[src/rtl/miner_work_scheduler_if.sv]
// Host-side work and result channels of the miner work scheduler.
interface miner_work_scheduler_if;
  logic         work_valid;
  logic         work_ready;
  logic [255:0] work_midstate;
  logic [95:0]  work_data;
  logic [31:0]  work_nonce_base;
  logic         res_valid;
  logic         res_ready;
  logic [31:0]  res_nonce;
  logic [2:0]   res_core;

  modport master (
    output work_valid, work_midstate, work_data, work_nonce_base, res_ready,
    input  work_ready, res_valid, res_nonce, res_core
  );

  modport slave (
    input  work_valid, work_midstate, work_data, work_nonce_base, res_ready,
    output work_ready, res_valid, res_nonce, res_core
  );
endinterface

[src/rtl/miner_work_scheduler.sv]
// Job sequencing, per-core golden capture and round-robin result FIFO
// for a bank of fpgaminer cores.

// Per-core golden capture: one pending flag plus the held nonce.
module mws_core_capture (
  input  logic        clk,
  input  logic        reset,
  input  logic        active,
  input  logic        pulse,
  input  logic [31:0] nonce,
  input  logic        grant,
  output logic        pending,
  output logic [31:0] hold,
  output logic        drop
);
  // A pulse that finds the slot occupied is lost, even if it is granted now.
  assign drop = active & pulse & pending;

  // Capture a new nonce into a free slot; the arbiter grant frees it.
  always_ff @(posedge clk) begin
    if (!reset) begin
      pending <= 1'b0;
      hold    <= '0;
    end else if (grant) begin
      pending <= 1'b0;
    end else if (active && pulse && !pending) begin
      pending <= 1'b1;
      hold    <= nonce;
    end
  end
endmodule

module miner_work_scheduler #(
  parameter int NUM_CORES    = 4,
  parameter int SPAN_LOG2    = 30,
  parameter int DRAIN_CYCLES = 200,
  parameter int FIFO_DEPTH   = 4
) (
  input  logic                        hash_clk,
  input  logic                        reset,
  miner_work_scheduler_if.slave       wif,
  input  logic                        abort,
  output logic [255:0]                core_midstate,
  output logic [95:0]                 core_work_data,
  output logic [NUM_CORES-1:0][31:0]  core_nonce_min,
  output logic [NUM_CORES-1:0]        core_reset,
  input  logic [NUM_CORES-1:0]        core_golden_valid,
  input  logic [NUM_CORES-1:0][31:0]  core_golden_nonce,
  output logic                        busy,
  output logic                        exhausted,
  output logic                        overflow
);
  localparam int PW = (NUM_CORES > 1) ? $clog2(NUM_CORES) : 1;
  localparam int AW = $clog2(FIFO_DEPTH);
  localparam int DW = (DRAIN_CYCLES > 1) ? $clog2(DRAIN_CYCLES) : 1;
  localparam int CW = (SPAN_LOG2 > DW) ? SPAN_LOG2 : DW;
  localparam logic [CW-1:0] RUN_LAST   = (CW'(1) << SPAN_LOG2) - CW'(1);
  localparam logic [CW-1:0] DRAIN_LAST = CW'(DRAIN_CYCLES - 1);

  typedef enum logic [1:0] {IDLE, LOAD, RUN, DRAIN} state_t;
  typedef struct packed {
    logic [2:0]  core;
    logic [31:0] nonce;
  } res_t;

  state_t        state, state_nxt;
  logic [CW-1:0] cnt, cnt_nxt;
  logic          ready_q, exh_nxt, hs, active;

  assign hs         = wif.work_valid & ready_q;
  assign active     = (state == RUN) || (state == DRAIN);
  assign busy       = (state != IDLE);
  assign core_reset = {NUM_CORES{!active}};
  assign wif.work_ready = ready_q;

  // Next state, shared RUN/DRAIN counter and the completion pulse.
  always_comb begin
    state_nxt = state;
    cnt_nxt   = cnt;
    exh_nxt   = 1'b0;
    case (state)
      IDLE:  if (hs) state_nxt = LOAD;
      LOAD: begin
        state_nxt = abort ? IDLE : RUN;
        cnt_nxt   = '0;
      end
      RUN: begin
        if (abort) begin
          state_nxt = IDLE;
          cnt_nxt   = '0;
        end else if (cnt == RUN_LAST) begin
          state_nxt = DRAIN;
          cnt_nxt   = '0;
        end else cnt_nxt = cnt + CW'(1);
      end
      DRAIN: begin
        if (abort || cnt == DRAIN_LAST) begin
          state_nxt = IDLE;
          cnt_nxt   = '0;
          exh_nxt   = !abort;
        end else cnt_nxt = cnt + CW'(1);
      end
      default: state_nxt = IDLE;
    endcase
  end

  // State register; work_ready is registered so it only tracks the state.
  always_ff @(posedge hash_clk) begin
    if (!reset) begin
      state     <= IDLE;
      cnt       <= '0;
      ready_q   <= 1'b0;
      exhausted <= 1'b0;
    end else begin
      state     <= state_nxt;
      cnt       <= cnt_nxt;
      ready_q   <= (state_nxt == IDLE);
      exhausted <= exh_nxt;
    end
  end

  // Latch the job and give each core an equal, wrapping nonce slice.
  always_ff @(posedge hash_clk) begin
    if (!reset) begin
      core_midstate  <= '0;
      core_work_data <= '0;
      core_nonce_min <= '0;
    end else if (hs) begin
      core_midstate  <= wif.work_midstate;
      core_work_data <= wif.work_data;
      for (int i = 0; i < NUM_CORES; i++)
        core_nonce_min[i] <= wif.work_nonce_base + (32'(i) << SPAN_LOG2);
    end
  end

  logic [NUM_CORES-1:0]       pending, grant, drop;
  logic [NUM_CORES-1:0][31:0] hold;
  logic [PW-1:0]              ptr, gnt_idx;
  logic                       gnt_vld, full, empty, pop;
  logic [AW:0]                wp, rp;
  res_t                       mem [FIFO_DEPTH];

  for (genvar i = 0; i < NUM_CORES; i++) begin : g_cap
    assign grant[i] = gnt_vld && (gnt_idx == PW'(i));
    mws_core_capture u_cap (
      .clk     (hash_clk),
      .reset   (reset),
      .active  (active),
      .pulse   (core_golden_valid[i]),
      .nonce   (core_golden_nonce[i]),
      .grant   (grant[i]),
      .pending (pending[i]),
      .hold    (hold[i]),
      .drop    (drop[i])
    );
  end

  assign full  = (wp - rp) == (AW + 1)'(FIFO_DEPTH);
  assign empty = (wp == rp);
  assign pop   = !empty && wif.res_ready;

  // Round-robin: first pending core at or after the pointer, only with FIFO room.
  always_comb begin
    gnt_vld = 1'b0;
    gnt_idx = '0;
    for (int k = 0; k < NUM_CORES; k++) begin
      if (!gnt_vld && !full && pending[(int'(ptr) + k) % NUM_CORES]) begin
        gnt_vld = 1'b1;
        gnt_idx = PW'((int'(ptr) + k) % NUM_CORES);
      end
    end
  end

  // FIFO pointers and arbiter pointer; a pop never frees room for the same-cycle write.
  always_ff @(posedge hash_clk) begin
    if (!reset) begin
      wp  <= '0;
      rp  <= '0;
      ptr <= '0;
    end else begin
      if (gnt_vld) begin
        wp  <= wp + (AW + 1)'(1);
        ptr <= PW'((int'(gnt_idx) + 1) % NUM_CORES);
      end
      if (pop) rp <= rp + (AW + 1)'(1);
    end
  end

  // FIFO storage needs no reset; outputs are masked while empty.
  always_ff @(posedge hash_clk) begin
    if (gnt_vld) mem[wp[AW-1:0]] <= '{core: 3'(gnt_idx), nonce: hold[gnt_idx]};
  end

  assign wif.res_valid = !empty;
  assign wif.res_nonce = empty ? 32'h0 : mem[rp[AW-1:0]].nonce;
  assign wif.res_core  = empty ? 3'h0  : mem[rp[AW-1:0]].core;

  // Sticky record of any golden nonce lost to an occupied slot.
  always_ff @(posedge hash_clk) begin
    if (!reset)       overflow <= 1'b0;
    else if (|drop)   overflow <= 1'b1;
  end
endmodule

[src/flat_wrapper.sv]
// flat-port wrapper written by rule: the top's interface ports become plain ports
module miner_work_scheduler_flat 
#(
  parameter int NUM_CORES    = 4,
  parameter int SPAN_LOG2    = 30,
  parameter int DRAIN_CYCLES = 200,
  parameter int FIFO_DEPTH   = 4
)
  (hash_clk, reset, abort, core_midstate, core_work_data, core_nonce_min, core_reset, core_golden_valid, core_golden_nonce, busy, exhausted, overflow, wif_work_valid, wif_work_midstate, wif_work_data, wif_work_nonce_base, wif_res_ready, wif_work_ready, wif_res_valid, wif_res_nonce, wif_res_core);
  miner_work_scheduler_if wif_i ();
  input  logic hash_clk;
  input  logic reset;
  input  logic abort;
  output logic [255:0] core_midstate;
  output logic [95:0] core_work_data;
  output logic [NUM_CORES-1:0][31:0] core_nonce_min;
  output logic [NUM_CORES-1:0] core_reset;
  input  logic [NUM_CORES-1:0] core_golden_valid;
  input  logic [NUM_CORES-1:0][31:0] core_golden_nonce;
  output logic busy;
  output logic exhausted;
  output logic overflow;
  input wire logic [$bits(wif_i.work_valid)-1:0] wif_work_valid;
  input wire logic [$bits(wif_i.work_midstate)-1:0] wif_work_midstate;
  input wire logic [$bits(wif_i.work_data)-1:0] wif_work_data;
  input wire logic [$bits(wif_i.work_nonce_base)-1:0] wif_work_nonce_base;
  input wire logic [$bits(wif_i.res_ready)-1:0] wif_res_ready;
  output wire logic [$bits(wif_i.work_ready)-1:0] wif_work_ready;
  output wire logic [$bits(wif_i.res_valid)-1:0] wif_res_valid;
  output wire logic [$bits(wif_i.res_nonce)-1:0] wif_res_nonce;
  output wire logic [$bits(wif_i.res_core)-1:0] wif_res_core;
  assign wif_i.work_valid = wif_work_valid;
  assign wif_i.work_midstate = wif_work_midstate;
  assign wif_i.work_data = wif_work_data;
  assign wif_i.work_nonce_base = wif_work_nonce_base;
  assign wif_i.res_ready = wif_res_ready;
  assign wif_work_ready = wif_i.work_ready;
  assign wif_res_valid = wif_i.res_valid;
  assign wif_res_nonce = wif_i.res_nonce;
  assign wif_res_core = wif_i.res_core;
  miner_work_scheduler #(.NUM_CORES(NUM_CORES), .SPAN_LOG2(SPAN_LOG2), .DRAIN_CYCLES(DRAIN_CYCLES), .FIFO_DEPTH(FIFO_DEPTH)) u_core (.hash_clk(hash_clk), .reset(reset), .wif(wif_i), .abort(abort), .core_midstate(core_midstate), .core_work_data(core_work_data), .core_nonce_min(core_nonce_min), .core_reset(core_reset), .core_golden_valid(core_golden_valid), .core_golden_nonce(core_golden_nonce), .busy(busy), .exhausted(exhausted), .overflow(overflow));
endmodule
[config.mk]
export PLATFORM = sky130hd
export DESIGN_NAME = miner_work_scheduler_flat
export DESIGN_NICKNAME = d
export VERILOG_FILES = /design/src/rtl/miner_work_scheduler_if.sv /design/src/rtl/miner_work_scheduler.sv /design/src/flat_wrapper.sv
export SDC_FILE = /design/constraint.sdc
export NUM_CORES = 1
export LEC_CHECK = 0
export ABC_AREA = 1
export CAP_MARGIN = 20
export CELL_PAD_IN_SITES_DETAIL_PLACEMENT = 0
export CELL_PAD_IN_SITES_GLOBAL_PLACEMENT = 1
export CORE_AREA = 10 10 398 400
export DETAILED_ROUTE_END_ITERATION = 8
export DIE_AREA = 0 0 408 410
export PLACE_DENSITY_LB_ADDON = 0.1
export SETUP_SLACK_MARGIN = 0.3
export SLEW_MARGIN = 20
export SYNTH_ARGS = -nofsm -noshare
export SYNTH_HDL_FRONTEND = slang
export SYNTH_SLANG_ARGS = --single-unit
[constraint.sdc]
create_clock -name hash_clk -period 7.03 [get_ports hash_clk]
set_input_delay 1.406 -clock hash_clk [delete_from_list [all_inputs] [get_ports hash_clk]]
set_output_delay 1.406 -clock hash_clk [all_outputs]
set_load 0.03 [all_outputs]
# ---- Yosys cells after proc, flatten, opt, wreduce, memory -nomap -nowiden
# Memories as Yosys holds them, arrays and structs flattened. A register that Yosys moved wholly into a read port is not among the register bits.
# Index checks and enable logic that the tools add are counted.
dict set report op_classes {
  add_sub_neg 11
  magnitude_cmp 5
  eq_ne 10
  muxes 37
  n_bitwise 17
  reduce_logical 51
}
# cell n
set ops {}
lappend ops {{$mux W30} 3}
lappend ops {{$pmux W30 S3} 1}
lappend ops {{$add A32 B32 Y32 const B} 2}
lappend ops {{$bmux W32 S2} 1}
lappend ops {{$mux W32} 2}
lappend ops {{$add A32 B31 Y32 const B} 1}
lappend ops {{$add A30 B1 Y30 const B} 1}
lappend ops {{$eq A30 B30 Y1 const B} 1}
lappend ops {{$eq A30 B8 Y1 const B} 1}
lappend ops {{$mux W2} 11}
lappend ops {{$logic_and A1 B1 Y1} 20}
lappend ops {{$reduce_or A2 Y1} 7}
lappend ops {{$mux W1} 13}
lappend ops {{$lt A3 B4 Y1 const B} 3}
lappend ops {{$logic_not A1 Y1} 11}
lappend ops {{$and A1 B1 Y1} 9}
lappend ops {{$bmux W1 S2} 4}
lappend ops {{$eq A2 B2 Y1 const B} 4}
lappend ops {{$pmux W2 S4} 1}
lappend ops {{$reduce_and A2 Y1} 4}
lappend ops {{$add A3 B1 Y3 const B} 2}
lappend ops {{$logic_not A2 Y1} 3}
lappend ops {{$lt A2 B3 Y1 const B} 2}
lappend ops {{$not A1 Y1} 5}
lappend ops {{13 further kinds} 19}
dict set report totals {
  ff_bits 655
  ram_bits 136
  output_inout_bits 524
  wordCells 154
  n_memories 1
}
# memory depth width rd rd_ports_with_merged_regs write_ports line_no
set mem_list {}
lappend mem_list {u_core.mem 4 34 1 1 1 miner_work_scheduler.sv:141} ;# res_t mem [FIFO_DEPTH];

# ---- Longest topological paths before layout
# Gate-level depths: netlist (run 1).
dict set report depth {
  depth_word 21
  ltp_mapped 17
}

# ---- Hierarchy
# Synthesis (run 1) repeated with hierarchy kept, for this count alone.
dict set report unflattened {
  cells_unflattened 3958
  hier_area_um2 29921.2
}
# module n_inst cells_per_inst area_per_inst_um2 seq_area_each_um2
set by_module_without_submodules {}
lappend by_module_without_submodules {miner_work_scheduler 1 3090 23755.3 12752.2}
lappend by_module_without_submodules {mws_core_capture 4 217 1541.5 660.6}

# ---- Worst setup path before layout (run 1)
# OpenSTA, ideal clock, no wires.
dict set report synth_path {
  path_kind {register to output}
  startpoint {register (tool-made name)}
  endpoint {output wif_res_nonce[11]}
  t_arrival_ns 1.751
  t_required_ns 5.624
  setup_slack_ns 3.873
  stages_incl_launch_ff 8
  cell_sequence {dfxtp_1 -> clkbuf_1 -> clkbuf_1 -> buf_1 -> nor2_1 -> nor2_1 -> o21ai_0 -> a21oi_1}
}
# item line_no
set synth_lines {}
lappend synth_lines {{end, declared} flat_wrapper.sv:30} ;# output wire logic [$bits(wif_i.res_nonce)-1:0] wif_res_nonce;

==> run_results.csv, run 1 <==
group,metric,value,unit
status,status,"finished clean",
global_routing,grt_max_degree,118,
worst_hold_path,min-delay-start,"u_core.core_midstate[0]$_SDFFE_PN0P_",
placement,port-buffer-count,1043,
layout,nNetsFinal,4931,
clock_tree,cts_tree,"yes",
synth,synth_nets,4082,
power,p_switching,6070,uW
power,leakage,0.0162,uW
synth,yosys_register_bits,701,
synth,synth_top_area_cell,"dfxtp_1",
layout,area_growth_syn_to_layout,53.5,%
setup_path,reg2reg_depth,14,
timing,period_needed,4.73,ns
timing,max_slew.worst_pin.slew,1.19,ns
routing,wl_per_cell,25.0,um
power,ir_worst_vdd,0.322,mV
timing,rsz0062_at_grt,"no",
power,clockPowerShare,0.325,
synth,avgSynthCellArea,7.90,sq um
placement,dp.cells,6336,
layout,final_common_cell,"nor2_1",
synth,synth_cell_type_count,38,
worst_hold_path,hp-class,"reg2reg",
synth,synth_top_area_frac,0.403,
setup_path,crit_path_end_kind,"output port",
floorplanning,fp.dieW,408,um
clock_tree,cts-hold-fix-buffers,0,
timing,hold_viol,0,
global_routing,grt_pass1_vias,26418,
layout,stdcell_count,6528,
clock_tree,ctsResizeCount,0,
placement,gp_congestion,0.850,
setup_path,start_kind,"flop",
routing,firstDrtPassIters,5,
timing,max_freq,211,MHz
worst_hold_path,min_to,"u_core.core_midstate[0]$_SDFFE_PN0P_",
synth,synth_area_leaders,"dfxtp_1 40%, nor2_1 16%, edfxtp_1 15%, o21ai_0 11%, nand2_1 3.9%",
clock_tree,clk_pin_slew,0.06,ns
clock_tree,cts_sinks,701,
synth,synth_ff_type,"dfxtp_1",
setup_path,required,5.62,ns
setup_path,r2r_start,"u_core.wp[0]$_SDFFE_PN0P_",
timing,fin_skew,0.0261,ns
layout,seq_area,0.0154,sq mm
layout,multiInputGateArea,0.0106,sq mm
power,p_int,9590,uW
setup_path,regToRegEndpoint,"u_core.mem[1][4]$_DFFE_PP_",
setup_path,regToRegSetupSlack,3.23,ns
placement,hpwl,125,mm
clock_tree,htree_levels,3,
global_routing,antenna_found_initial,60,
global_routing,grt_overflow,0,
synth,synth_warnings,0,
floorplanning,rows,143,
global_routing,track_usage,0.185,
clock_tree,post_cts_buffers,0,
power,cellPowerDensity,363,mW/mm^2
routing,drtAntennaViolNets,0,
power,p_sw_frac,0.388,
setup_path,path_max_fanout,43,
layout,drive_gt1_frac,0.0551,
job,drv_cap,0,
floorplanning,io_pins,1045,
power,comb_power_share,0.348,
routing,first_iter_violations,1657,
floorplanning,die_area,0.167,sq mm
clock_tree,cts_made_buffers,94,
worst_hold_path,holdPathStages,2,
layout,layout_common_cells,"1200 x nor2_1, 1042 x clkdlybuf4s50_1, 592 x o21ai_0",
timing,fin_crit_sh,0.673,
synth,synth_cells,3553,
floorplanning,die_y,410,um
setup_path,cp.arrival,3.32,ns
synth,synth_edf_count,136,
routing,wl,163,mm
setup_path,path_class,"reg2out",
timing,fin_setup_tns,0,ns
routing,vias,26873,
clock_tree,clock_latency,0.69,ns
synth,synth.yosys.seq_area_share,0.548,
timing,slew_viol_final,0,
timing,final-setup-viol-count,0,
timing,relSlewSlack,0.196,
routing,drt-vias-per-instance,4.12,
floorplanning,start_util,0.186,
global_routing,grt_pass1_wl,223,mm
floorplanning,core,0.151,sq mm
layout,fillers,16215,
clock_tree,ctsLongestPathBuffers,3,
synth,syn_area,0.0281,sq mm
power,seq_power_share,0.327,
synth,async_reset_ff_frac,0,
routing,drc,0,
clock_tree,cts-root-buf,"clkbuf_16",
synth_stat cells, drive strengths merged (2+ instances only):
| master | instances |
|---|---|
| o22ai | 2 |
| ha | 8 |
| nor2 | 1208 |
| xor2 | 17 |
| nor3 | 23 |
| nand3 | 167 |
| inv | 103 |
| a31oi | 2 |
| dfxtp | 565 |
| nor3b | 2 |
| o21ai | 594 |
| a21oi | 68 |
| buf | 128 |
| clkbuf | 200 |
| edfxtp | 136 |
| nor4 | 8 |
| o2111ai | 5 |
| nand4 | 14 |
| nand2 | 297 |
worst max-delay path, stage by stage (launching register included):
cell and delay, ns:
dfxtp_2 0.96, buf_4 0.44, nor2_1 0.09, nor2_1 0.09, o21ai_0 0.08, a21oi_1 0.23
clkdlybuf4s50_1 0.72
flip-flops by register name, summed over array words and instances (netlist names), 3 cells and up, named ones only:
| register | flops |
|---|---|
| u_core.g_cap.u_cap.pending | 4 |
| u_core.cnt | 30 |
| u_core.rp | 3 |
| u_core.core_midstate | 256 |
| u_core.wp | 3 |
| u_core.core_work_data | 96 |
| u_core.mem | 136 |
| u_core.g_cap.u_cap.hold | 128 |
| u_core.core_nonce_min | 36 |
worst max-delay path by stage:
stage | to | cells after the start
floorplan | wif_res_nonce[11] | 7
global placement | wif_res_nonce[1] | 6
detailed placement | wif_res_nonce[1] | 6
CTS | wif_res_nonce[1] | 6
global route | wif_res_core[1] | 6
finish | wif_res_nonce[1] | 6
cell families (layout without fill, tap and decap cells):
family	Yosys count	after routing	synth area share
AOI/OAI and AO/OA	673	673	0.121
adders and majority gates	8	8	0.00357
xor gates and xnor gates	18	18	0.00562
buffers and inverters	432	1361	0.0740
other	1	17	0.000134
DFF	701	701	0.548
and+or+nand+nor	1720	1720	0.247
power by group through the flow:
| stage | combinational, uW | sequential [uW] | clock, uW |
|---|---|---|---|
| floorplan | 2790 | 5530 | 0 |
| global placement | 5580 | 5220 | 0 |
| detailed placement | 5550 | 5200 | 0 |
| CTS | 5570 | 5120 | 5290 |
| global route | 5890 | 5180 | 5430 |
| finish | 5450 | 5120 | 5090 |
layer usage:
metal | part of all wire | GRT usage | wire, um
met5 | 0.00088 | 0 | 144
met3 | 0.067 | 0.0530 | 10900
met1 | 0.44 | 0.240 | 72600
met2 | 0.47 | 0.304 | 76900
met4 | 0.018 | 0.0412 | 2900
cell type report:
| class | count | area share |
|---|---|---|
| clock inverter | 44 | 0.0127 |
| clock buffer | 132 | 0.0633 |
| antenna | 16 | 0.000929 |
| inverter | 104 | 0.00929 |
| sequential | 701 | 0.357 |
| multi-input combinational | 2420 | 0.247 |
| tap | 2030 | 0.0589 |
| timing repair buffer | 1081 | 0.251 |
metrics by stage:
step / power (uW) / instance area, sq um / hold WS, ns / setup WS, ns / utilization
CTS: 16000 / 43100 / 0.484 / 2.17 / 0.285
detailed placement: 10700 / 39800 / 0.470 / 2.95 / 0.264
global placement: 10800 / 39800 / 0.461 / 2.92 / 0.264
finish: 15700 / 43100 / 0.477 / 2.30 / 0.286
floorplan: 8320 / 28100 / 0.463 / 3.87 / -
global route: 16500 / 43100 / 0.501 / 2.01 / 0.286
No activity file was read; power rests on OpenSTA's default activity.
==> run 2: changes to the inputs <==
Clock period 7.03 ns to 4.6 ns, I/O delays scaled along.
==> run 2 against run 1 <==
Clock-buffer cell count up 1. Non-clock buffer count up 7. Via count up 0.16%. Flip-flop and latch count unchanged. Critical endpoint is now wif_res_nonce[20]. Largest power group unchanged. Sequential share of layout area down 0.20 points.
==> run_results.csv, run 2 (synthesized netlist as in run 1, its figures left out) <==
group,metric,value,unit
global_routing,grt_max_degree,186,
timing,max_freq,258,MHz
clock_tree,ctsLongestPathBuffers,3,
worst_hold_path,hp-class,"reg2reg",
clock_tree,cts_tree,"yes",
layout,area_growth_syn_to_layout,54.4,%
layout,drive_gt1_frac,0.0624,
floorplanning,die_y,410,um
setup_path,worstPathCellList,"clkinv_1, buf_4, nor2_1, o21ai_0, a21oi_1, buf_12",
timing,timing.final.ws_setup,0.722,ns
placement,port-buffer-count,1043,
clock_tree,cts_sinks,701,
routing,drtAntennaViolNets,0,
setup_path,crit_path_max_incr_delay,0.77,ns
timing,relSlewSlack,0.247,
routing,wl_met2,78.2,mm
timing,fin_setup_tns,0,ns
layout,layout_common_cells,"1200 x nor2_1, 1008 x clkdlybuf4s50_1, 592 x o21ai_0",
timing,max_slew.worst_pin.slew,1.13,ns
setup_path,cp.arrival,2.96,ns
timing,hold_viol,0,
timing,period_needed,3.88,ns
timing,final-setup-viol-count,0,
setup_path,start_kind,"flop",
global_routing,grt_pass1_vias,26287,
timing,fin_skew,0.0393,ns
layout,fin_util,0.287,
global_routing,grt_overflow,0,
floorplanning,start_util,0.186,
timing,slew_viol_final,0,
setup_path,path_class,"reg2out",
clock_tree,clock_latency,0.70,ns
clock_tree,htree_levels,3,
power,fin_total_pwr,24500,uW
clock_tree,cts-root-buf,"clkbuf_16",
floorplanning,die_area,0.167,sq mm
global_routing,antenna_found_initial,74,
setup_path,regToRegEndpoint,"u_core.mem[1][6]$_DFFE_PP_",
placement,dp_slack,1.21,ns
setup_path,required,3.68,ns
clock_tree,ctsResizeCount,0,
status,status,"finished clean",
power,cellPowerDensity,565,mW/mm^2
worst_hold_path,min_to,"u_core.overflow$_SDFFE_PN0P_",
global_routing,track_usage,0.184,
layout,final_common_cell,"nor2_1",
setup_path,crit_path_end_kind,"output port",
power,ir_worst_vdd,0.537,mV
routing,drt-vias-per-instance,4.12,
routing,firstDrtPassIters,7,
timing,fin_crit_sh,0.843,
timing,rsz0062_at_grt,"no",
global_routing,grt_pass1_wl,222,mm
worst_hold_path,min-delay-start,"u_core.overflow$_SDFFE_PN0P_",
setup_path,r2r_start,"u_core.wp[0]$_SDFFE_PN0P_",
routing,drc,0,
job,drv_cap,0,
floorplanning,io_pins,1045,
routing,wl_met3,10.4,mm
routing,wl_per_cell,24.9,um
clock_tree,cts_made_buffers,92,
clock_tree,post_cts_buffers,0,
routing,met1_length,71.4,mm
layout,nNetsFinal,4936,
routing,wl,163,mm
clock_tree,cts-hold-fix-buffers,0,
floorplanning,fp.dieW,408,um
floorplanning,core,0.151,sq mm
placement,hpwl,123,mm
floorplanning,rows,143,
layout,largest_reg_flops,256,
routing,vias,26916,
layout,fillers,16182,
setup_path,reg2reg_depth,15,
power,leakage,0.0164,uW
timing,holdWs,0.473,ns
worst_hold_path,holdPathStages,2,
routing,routed.top_layer,"met5",
setup_path,path_max_fanout,19,
setup_path,regToRegSetupSlack,1.21,ns
routing,first_iter_violations,1600,
layout,top_register,"u_core.core_midstate",
setup_path,slowest_stage,"clkinv_1",
clock_tree,clk_pin_slew,0.06,ns
placement,gp_congestion,0.851,
==> run 2: worst max path at each step <==
| stage | to |
|---|---|
| final | wif_res_nonce[20] |
| after global routing | wif_res_valid |
| after CTS | wif_res_valid |
| after detailed placement | u_core.mem[0][6]$_DFFE_PP_ |
| after global placement | u_core.mem[0][4]$_DFFE_PP_ |
| after floorplan | wif_res_nonce[11] |
==> run 2: area by class of cell <==
| cell class | instances | area [sq um] | area share |
|---|---|---|---|
| Antenna cell | 12 | 30.0 | 0.000693 |
| Clock buffer | 133 | 2680 | 0.0618 |
| Tap cell | 2030 | 2540 | 0.0586 |
| Clock inverter | 38 | 497 | 0.0115 |
| Multi-Input combinational cell | 2420 | 10600 | 0.245 |
| Inverter | 104 | 400 | 0.00924 |
| Timing Repair Buffer | 1088 | 11200 | 0.258 |
| Sequential cell | 701 | 15400 | 0.355 |
==> run 2: layer usage <==
metal,vias up,track usage
met4,20,0.0334
met5,-,0
met2,769,0.311
li1,13178,-
met1,12728,0.236
met3,221,0.0510
==> run 2: where the power goes <==
| group | internal [uW] | switching (uW) |
|---|---|---|
| clock network | 4560 | 3020 |
| logic | 3120 | 6100 |
| registers | 7300 | 391 |
| total | 15000 | 9510 |
==> run 2: metrics by stage <==
stage	instances	area, sq um
2_1_floorplan	3553	28100
3_3_place_gp	6343	40100
3_5_place_dp	6343	40100
4_1_cts	6514	43300
5_1_grt	6520	43300
6_report	6526	43300
==> run 2: critical path: cells and delay by family, from the launching register on <==
family | cells | cell delay (ns)
AO/OA/AOI/OAI | 2 | 0.35
buffers and inverters | 3 | 1.45
flip-flops | 1 | 0.33
AND/OR/NAND/NOR | 1 | 0.12
